## src/rtl/sqrt_pipe_vr_if.sv

```systemverilog
// -----------------------------------------------------------------------------
// sqrt_pipe_vr_if
// Valid/ready bundle for the pipelined square-root block.
//   in_valid / in_ready / in_data / in_tag      : radicand beat into the block
//   out_valid / out_ready / out_data / out_tag  : root beat out of the block
// Modports:
//   master : the side that produces radicands and consumes roots
//   slave  : the square-root block itself
// -----------------------------------------------------------------------------
interface sqrt_pipe_vr_if #(
    parameter int IN_W  = 18,
    parameter int OUT_W = 15,
    parameter int TAG_W = 4
) ();
    logic             in_valid;
    logic             in_ready;
    logic [IN_W-1:0]  in_data;
    logic [TAG_W-1:0] in_tag;
    logic             out_valid;
    logic             out_ready;
    logic [OUT_W-1:0] out_data;
    logic [TAG_W-1:0] out_tag;

    modport master (
        output in_valid, in_data, in_tag, out_ready,
        input  in_ready, out_valid, out_data, out_tag
    );

    modport slave (
        input  in_valid, in_data, in_tag, out_ready,
        output in_ready, out_valid, out_data, out_tag
    );
endinterface

```

## src/rtl/sqrt_pipe_vr.sv

```systemverilog
// -----------------------------------------------------------------------------
// sqrt_pipe_vr
// Fully pipelined fixed-point square root with valid/ready flow control.
// out_data = sqrt(in_data) with OUT_F fractional bits, either truncated
// (ROUND=0) or rounded half-up with saturation (ROUND=1). One result bit is
// resolved per pipeline stage by restoring digit recurrence; the whole pipe
// advances together or holds together, so ordering is strictly FIFO.
// Ports:
//   clk    : clock, rising edge
//   rst_n  : synchronous active-low reset, empties the pipe
//   bus    : sqrt_pipe_vr_if.slave (in_* radicand beat, out_* root beat)
// Parameters:
//   IN_W   : radicand width            OUT_F : fractional bits of the root
//   ROUND  : 0 floor, 1 round-to-nearest (saturating)
//   TAG_W  : sideband width, carried unmodified alongside each beat
// The interface instance must use OUT_W = (IN_W+1)/2 + OUT_F.
// -----------------------------------------------------------------------------
module sqrt_pipe_vr #(
    parameter int IN_W  = 18,
    parameter int OUT_F = 6,
    parameter int ROUND = 0,
    parameter int TAG_W = 4
) (
    input  logic          clk,
    input  logic          rst_n,
    sqrt_pipe_vr_if.slave bus
);
    localparam int OUT_W = (IN_W + 1) / 2 + OUT_F;
    // Rounding needs one extra root bit, resolved by one extra stage.
    localparam int LAT   = OUT_W + ROUND;
    localparam int RAD_W = 2 * LAT;
    localparam int REM_W = LAT + 2;
    localparam int SH    = 2 * OUT_F + 2 * ROUND;

    logic             adv_s;
    logic [RAD_W-1:0] rad0_s;

    logic [LAT-1:0]   vld_r;
    logic [RAD_W-1:0] rad_r  [LAT];
    logic [REM_W-1:0] rem_r  [LAT];
    logic [LAT-1:0]   root_r [LAT];
    logic [TAG_W-1:0] tag_r  [LAT];

    logic [RAD_W-1:0] rad_nxt_s  [LAT];
    logic [REM_W-1:0] rem_nxt_s  [LAT];
    logic [LAT-1:0]   root_nxt_s [LAT];

    // The pipe moves whenever the output slot is empty or being taken.
    assign adv_s         = ~vld_r[LAT-1] | bus.out_ready;
    assign bus.in_ready  = adv_s;
    assign bus.out_valid = vld_r[LAT-1];
    assign bus.out_data  = root_r[LAT-1][OUT_W-1:0];
    assign bus.out_tag   = tag_r[LAT-1];

    // Radicand scaled so the integer root carries the fractional bits.
    assign rad0_s = RAD_W'(bus.in_data) << SH;

    for (genvar s = 0; s < LAT; s++) begin : g_stage
        logic [RAD_W-1:0] rad_in_s;
        logic [REM_W-1:0] rem_in_s;
        logic [LAT-1:0]   root_in_s;
        logic [REM_W-1:0] rem_sh_s;
        logic [REM_W-1:0] trial_s;
        logic [REM_W-1:0] rem_o_s;
        logic             bit_s;
        logic [LAT-1:0]   root_bit_s;

        if (s == 0) begin : g_first
            assign rad_in_s  = rad0_s;
            assign rem_in_s  = {REM_W{1'b0}};
            assign root_in_s = {LAT{1'b0}};
        end else begin : g_next
            assign rad_in_s  = rad_r[s-1];
            assign rem_in_s  = rem_r[s-1];
            assign root_in_s = root_r[s-1];
        end

        // One digit: bring down the next radicand pair and try subtracting 4q+1.
        always_comb begin
            rem_sh_s = {rem_in_s[REM_W-3:0], rad_in_s[RAD_W-1 -: 2]};
            trial_s  = {root_in_s, 2'b01};
            rem_o_s  = rem_sh_s;
            bit_s    = 1'b0;
            if (rem_sh_s >= trial_s) begin
                rem_o_s = rem_sh_s - trial_s;
                bit_s   = 1'b1;
            end else begin
                rem_o_s = rem_sh_s;
                bit_s   = 1'b0;
            end
        end

        assign root_bit_s    = {root_in_s[LAT-2:0], bit_s};
        assign rem_nxt_s[s]  = rem_o_s;
        assign rad_nxt_s[s]  = {rad_in_s[RAD_W-3:0], 2'b00};

        if ((ROUND != 0) && (s == LAT - 1)) begin : g_round
            // Add half an output LSB, drop the guard bit, clamp on carry-out.
            logic [LAT:0] sum_s;
            assign sum_s = {1'b0, root_bit_s} + {{LAT{1'b0}}, 1'b1};
            assign root_nxt_s[s] = sum_s[LAT] ? {1'b0, {OUT_W{1'b1}}} : sum_s[LAT:1];
        end else begin : g_plain
            assign root_nxt_s[s] = root_bit_s;
        end
    end

    // Stage registers: reset empties the pipe, otherwise all shift or all hold.
    always_ff @(posedge clk) begin
        if (!rst_n) begin
            vld_r <= {LAT{1'b0}};
            for (int s = 0; s < LAT; s++) begin
                rad_r[s]  <= {RAD_W{1'b0}};
                rem_r[s]  <= {REM_W{1'b0}};
                root_r[s] <= {LAT{1'b0}};
                tag_r[s]  <= {TAG_W{1'b0}};
            end
        end else if (adv_s) begin
            vld_r    <= {vld_r[LAT-2:0], bus.in_valid};
            tag_r[0] <= bus.in_tag;
            for (int s = 0; s < LAT; s++) begin
                rad_r[s]  <= rad_nxt_s[s];
                rem_r[s]  <= rem_nxt_s[s];
                root_r[s] <= root_nxt_s[s];
            end
            for (int s = 1; s < LAT; s++) begin
                tag_r[s] <= tag_r[s-1];
            end
        end else begin
            vld_r <= vld_r;
        end
    end
endmodule
```

## src/flat_wrapper.sv

```systemverilog
// flat-port wrapper written by rule: the top's interface ports become plain ports
module sqrt_pipe_vr_flat 
#(
    parameter int IN_W  = 18,
    parameter int OUT_F = 6,
    parameter int ROUND = 0,
    parameter int TAG_W = 4
)
  (clk, rst_n, bus_in_valid, bus_in_data, bus_in_tag, bus_out_ready, bus_in_ready, bus_out_valid, bus_out_data, bus_out_tag);
  sqrt_pipe_vr_if #(.IN_W(IN_W), .TAG_W(TAG_W)) bus_i ();
  input  logic clk;
  input  logic rst_n;
  input wire logic [$bits(bus_i.in_valid)-1:0] bus_in_valid;
  input wire logic [$bits(bus_i.in_data)-1:0] bus_in_data;
  input wire logic [$bits(bus_i.in_tag)-1:0] bus_in_tag;
  input wire logic [$bits(bus_i.out_ready)-1:0] bus_out_ready;
  output wire logic [$bits(bus_i.in_ready)-1:0] bus_in_ready;
  output wire logic [$bits(bus_i.out_valid)-1:0] bus_out_valid;
  output wire logic [$bits(bus_i.out_data)-1:0] bus_out_data;
  output wire logic [$bits(bus_i.out_tag)-1:0] bus_out_tag;
  assign bus_i.in_valid = bus_in_valid;
  assign bus_i.in_data = bus_in_data;
  assign bus_i.in_tag = bus_in_tag;
  assign bus_i.out_ready = bus_out_ready;
  assign bus_in_ready = bus_i.in_ready;
  assign bus_out_valid = bus_i.out_valid;
  assign bus_out_data = bus_i.out_data;
  assign bus_out_tag = bus_i.out_tag;
  sqrt_pipe_vr #(.IN_W(IN_W), .OUT_F(OUT_F), .ROUND(ROUND), .TAG_W(TAG_W)) u_core (.clk(clk), .rst_n(rst_n), .bus(bus_i));
endmodule
```

## config.mk

```make
export PLATFORM = sky130hd
export DESIGN_NAME = sqrt_pipe_vr_flat
export DESIGN_NICKNAME = d
export VERILOG_FILES = /design/src/rtl/sqrt_pipe_vr_if.sv /design/src/rtl/sqrt_pipe_vr.sv /design/src/flat_wrapper.sv
export SDC_FILE = /design/constraint.sdc
export NUM_CORES = 1
export LEC_CHECK = 0
export CORE_MARGIN = 3
export CORE_UTILIZATION = 45
export DETAILED_ROUTE_END_ITERATION = 6
export MAX_ROUTING_LAYER = met4
export SLEW_MARGIN = 20
export SYNTH_ARGS = -nofsm -noshare
export SYNTH_HDL_FRONTEND = slang
export SYNTH_SLANG_ARGS = --single-unit
```

## constraint.sdc

```tcl
create_clock -name clk -period 26.1 [get_ports clk]
set_clock_uncertainty 0.1 [all_clocks]
set_input_delay 7.83 -clock clk [delete_from_list [all_inputs] [get_ports clk]]
set_output_delay 7.83 -clock clk [all_outputs]
set_load 0.005 [all_outputs]
```

# After elaboration in Yosys (flattened, before gate mapping)
# Memories as Yosys holds them, arrays and structs flattened.
# Index checks and enable logic that the tools add are counted.
word_totals:
  word_cells: 191
  n_memories: 4
  mem_bits_rw: 960
  register_bits: 15
  output_inout_bits: 21
  in_bits: 26
memory_table:
  columns: ["memory", "words", "width", "rd", "rd_clocked_by_memory_dff", "wr", "line_no", "text"]
  rows:
  - ["u_core.rad_r", 15, 28, 14, 0, 15, "sqrt_pipe_vr.sv:39", "logic [RAD_W-1:0] rad_r [LAT];"]
  - ["u_core.rem_r", 15, 17, 14, 0, 15, "sqrt_pipe_vr.sv:40", "logic [REM_W-1:0] rem_r [LAT];"]
  - ["u_core.root_r", 15, 15, 15, 0, 15, "sqrt_pipe_vr.sv:41", "logic [LAT-1:0] root_r [LAT];"]
  - ["u_core.tag_r", 15, 4, 15, 0, 15, "sqrt_pipe_vr.sv:42", "logic [TAG_W-1:0] tag_r [LAT];"]
op_classes:
  n_mux: 94
  addsub: 15
  n_bitwise: 62
  n_lt_le_gt_ge: 15
ops:
  columns: ["operator", "n"]
  rows:
  - ["two-way mux 17 bit", 30]
  - ["two-way mux 28 bit", 15]
  - ["greater-or-equal comparator 17 bit", 14]
  - ["subtractor 17 bit", 14]
  - ["two-way mux 15 bit", 15]
  - ["bitwise OR 1 bit", 61]
  - ["two-way mux 4 bit", 15]
  - ["two-way mux 1 bit", 19]
  - ["subtractor 2 x 1 -> 3 bit (second input constant)", 1]
  - ["greater-or-equal comparator 2 x 1 -> 1 bit (second input constant)", 1]
  - ["inverter 1 bit", 1]

# Depth between registers and ports, before layout
logic_depth:
  ltp_word: 6
  ltp_mapped: 10
  mapped_depth_nobuf: 10

# Worst setup path after synthesis
# OpenSTA, ideal clock, no wires.
synth_timing:
  kind: "input to register"
  startpoint: "input port bus_out_ready"
  endpoint: "memory u_core.rad_r[0][102] (netlist bit), enable pin"
  setup_time_ns: 3.184
  required_ns: 22.816
  n_path_buf: 3
  cell_stages: 5
  setup_slack_ns: 6.951
  t_arrival_ns: 15.865
  path_cell_list: "nor2b_1 -> clkbuf_1 -> clkbuf_1 -> buf_1 -> nand2_1"
synth_lines:
  columns: ["item", "line_no", "text"]
  rows:
  - ["start: declaration", "flat_wrapper.sv:16", "input wire logic [$bits(bus_i.out_ready)-1:0] bus_out_ready;"]
  - ["end: declaration", "sqrt_pipe_vr.sv:39", null]

# Worst setup path after layout
layout_timing:
  startpoint: "input port bus_out_ready"
  endpoint: "output port bus_in_ready"
layout_between:
  elab_chain_cells: 1
layout_lines:
  columns: ["item", "line_no", "text"]
  rows:
  - ["bitwise OR 1 bit", "sqrt_pipe_vr.sv:49", "assign adv_s = ~vld_r[LAT-1] | bus.out_ready;"]
  - ["end: declaration", "flat_wrapper.sv:17", "output wire logic [$bits(bus_i.in_ready)-1:0] bus_in_ready;"]
# Every way passes these cells.

==> results.toml <==
[outcome]
outcome = "finished clean"

[sta]
maxSlewViolCount = 0
finalHoldViolCount = 0
min_period_over_period_pct = 65.8
slew_headroom_pct = 33.0
fmax_mhz = 58.2
tns_ps = 0
setup_viol = 0
rsz0062_at_grt = "false"
tightestPinTransition_ps = 1000
finalCriticalPeriod_ps = 17170

[logic_synthesis]
ys_types = 80
yosys-top-cells-area = "edfxtp_1 55%, ha_1 6.4%, nor2_1 4.6%"
yosys_warnings = 0
synth_top_area_cell = "edfxtp_1"
netlist_area_um2 = 24000
synth_flop_cell = "edfxtp_1"
synthCells = 2151
syn_nets = 2305
ys_ff_latch = 457
ys_async_sr_fraction_pct = 0
ys_seq_area_share_pct = 56.6
yosysTopAreaCellShare_pct = 55.4
syn_avg_cell_area_um2 = 11.1
synth_edf_count = 442

[pwr]
powerDensity_nw_per_um2 = 106
peakVddDrop_uv = 61.6
leakage_uw = 0.0112
total_power_uw = 2840

[route]
routed_wirelength_um = 46500
wl_per_cell_um = 16.1
drc = 0
drt_iter0_markers = 1253
vias = 15900
wl_met3_um = 1980
routed.top_layer = "met4"
wl_met1_um = 21400
via_per_inst = 5.51
drtAntennaViolNets = 0
first_pass_iters = 5
wl_met2_um = 21800

[cells_and_area]
n_antenna_cell = 0
fin_nets = 2325
drive_gt1_share_pct = 5.65
stdcell_count = 2891
fill_cells = 4564
syn_to_final_growth_pct = 11.4

[global_routing]
antenna_found_initial = 1
grt_pass1_wl_um = 77600
grtUsageTotal_pct = 17.0
grt_max_degree = 128
grt_pass1_vias = 15800
grt_remaining_overflow = 0

[critical_path]
cp.arrival_ps = 9240
r2r-end = "u_core.rem_r[2][10]"
crit_path_start_kind = "input port"
r2r_slack_ps = 22040
end_kind = "output port"
cp_max_fo = 27
rr_startpoint = "u_core.vld_r[14]"
worstSetupPathType = "input port to output port"
worstPathRequired_ps = 18170
startpoint = "bus_out_ready"
critPathCapture = "bus_in_ready"
r2r_cells = 8

[floorplan]
start_util_pct = 46.1
die-area_um2 = 56100
coreArea_um2 = 52000
ioPinCount = 47
fp.dieW_um = 237
die_y_um = 237
num_rows = 83

[flow_run]
cap_viol_max_count = 0

[min_path]
hold_path.class = "flip-flop to flip-flop"

[clock_tree]
cts_inserted_buffers = 51
clock_latency_ps = 610
cts_tree = "yes"
htree_num_levels = 2
holdBufCountCts = 0
cts_num_sinks = 457
cts_setup_buffers = 0
clock_path_buffers = 3
clk_pin_slew_ps = 60
cts_resized = 0
cts-root-buf = "clkbuf_16"

[place]
gp_congestion = 0.868
port_buffers = 46
dpl.cell_count = 2798
hpwl_um = 30600
## layer usage
metal | vias up | track usage, %
met1 | 7600 | 22.2
met4 | 0 | 5.68
met2 | 320 | 27.1
met3 | 86 | 2.87
met5 | - | -
li1 | 7909 | -
## metrics by stage
step	utilization, %	hold WS, ps	setup WS (ps)	area, um^2
after floorplan	-	332	6950	24000
after detailed placement	48.1	345	8910	25000
after global routing	51.4	359	8830	26700
final	51.4	333	8930	26700
after global placement	48.1	339	8900	25000
after CTS	51.3	339	8910	26700
## cell usage after synthesis (all sizes together), types with 16 or more instances
cell type and instances:
o21a 25, inv 160, edfxtp 442, xnor2 59, nor2 296, o21ai 62
ha 123, mux2i 68, o31ai 16, a21o 31, nor3 38, nand3 25
nand2 112, nor4 20, a21oi 122, xor2 19, and2 35, and3 126
or3 28, a211oi 24, nor2b 23, buf 16, clkbuf 77
## area by class of cell
cell class | count | area, um^2 | share of cell area, %
Sequential cell | 457 | 13600 | 50.8
Clock buffer | 64 | 1430 | 5.35
Clock inverter | 29 | 246 | 0.922
Multi-Input combinational cell | 1441 | 9450 | 35.4
Inverter | 160 | 604 | 2.26
Timing Repair Buffer | 60 | 567 | 2.12
Tap cell | 680 | 851 | 3.18
## how the worst min path moves through the flow
stage                                from              end  slack, ps  cells past startpoint
after floorplan           u_core.vld_r[0]  u_core.vld_r[0]        330                      2
after global placement    u_core.vld_r[2]  u_core.vld_r[2]        340                      2
after detailed placement  u_core.vld_r[5]  u_core.vld_r[5]        350                      2
after CTS                 u_core.vld_r[6]  u_core.vld_r[7]        340                      2
after global routing      u_core.vld_r[3]  u_core.vld_r[4]        360                      2
final                     u_core.vld_r[1]  u_core.vld_r[2]        330                      2
## critical path: stages
cell and delay, ps:
clkdlybuf4s50_1 420, nor2b_2 110, buf_4 320, clkinv_2 100
clkdlybuf4s50_1 450
## layout by cell type, fill, tap and decap left out, types with 21 or more instances in the layout
cell and instances:
clkbuf_16 55, o21ai_0 59, and3_1 126, mux2i_1 68
nor2_1 295, a21oi_1 121, edfxtp_1 442, nor2b_1 21
or3_1 28, and2_1 35, inv_1 158, o21a_1 25
xnor2_1 59, a21o_1 31, nor3_1 38, nand3_1 25
clkdlybuf4s50_1 45, nand2_1 110, a211oi_1 23, ha_1 123
## cells by family after synthesis
group	count (synthesis)	share of synthesized area, %
xor+xnor	78	2.85
mux	68	2.84
fa+ha+maj	128	6.84
compound gates	380	10.4
simple gates	786	16.4
buf+inv	253	4.11
other cells	1	0.0156
flops	457	56.6
## state kept, by name (all words and copies together), names as in the netlist
name	cells
u_core.rad_r	72
u_core.vld_r	15
u_core.root_r	120
u_core.tag_r	60
u_core.rem_r	190
## report_power, final
part	switching, uW	internal [uW]
Sequential	72.8	958
Clock	291	426
Combinational	611	478
Total	974	1860
Note: power is estimated with default switching activity, not from simulation.
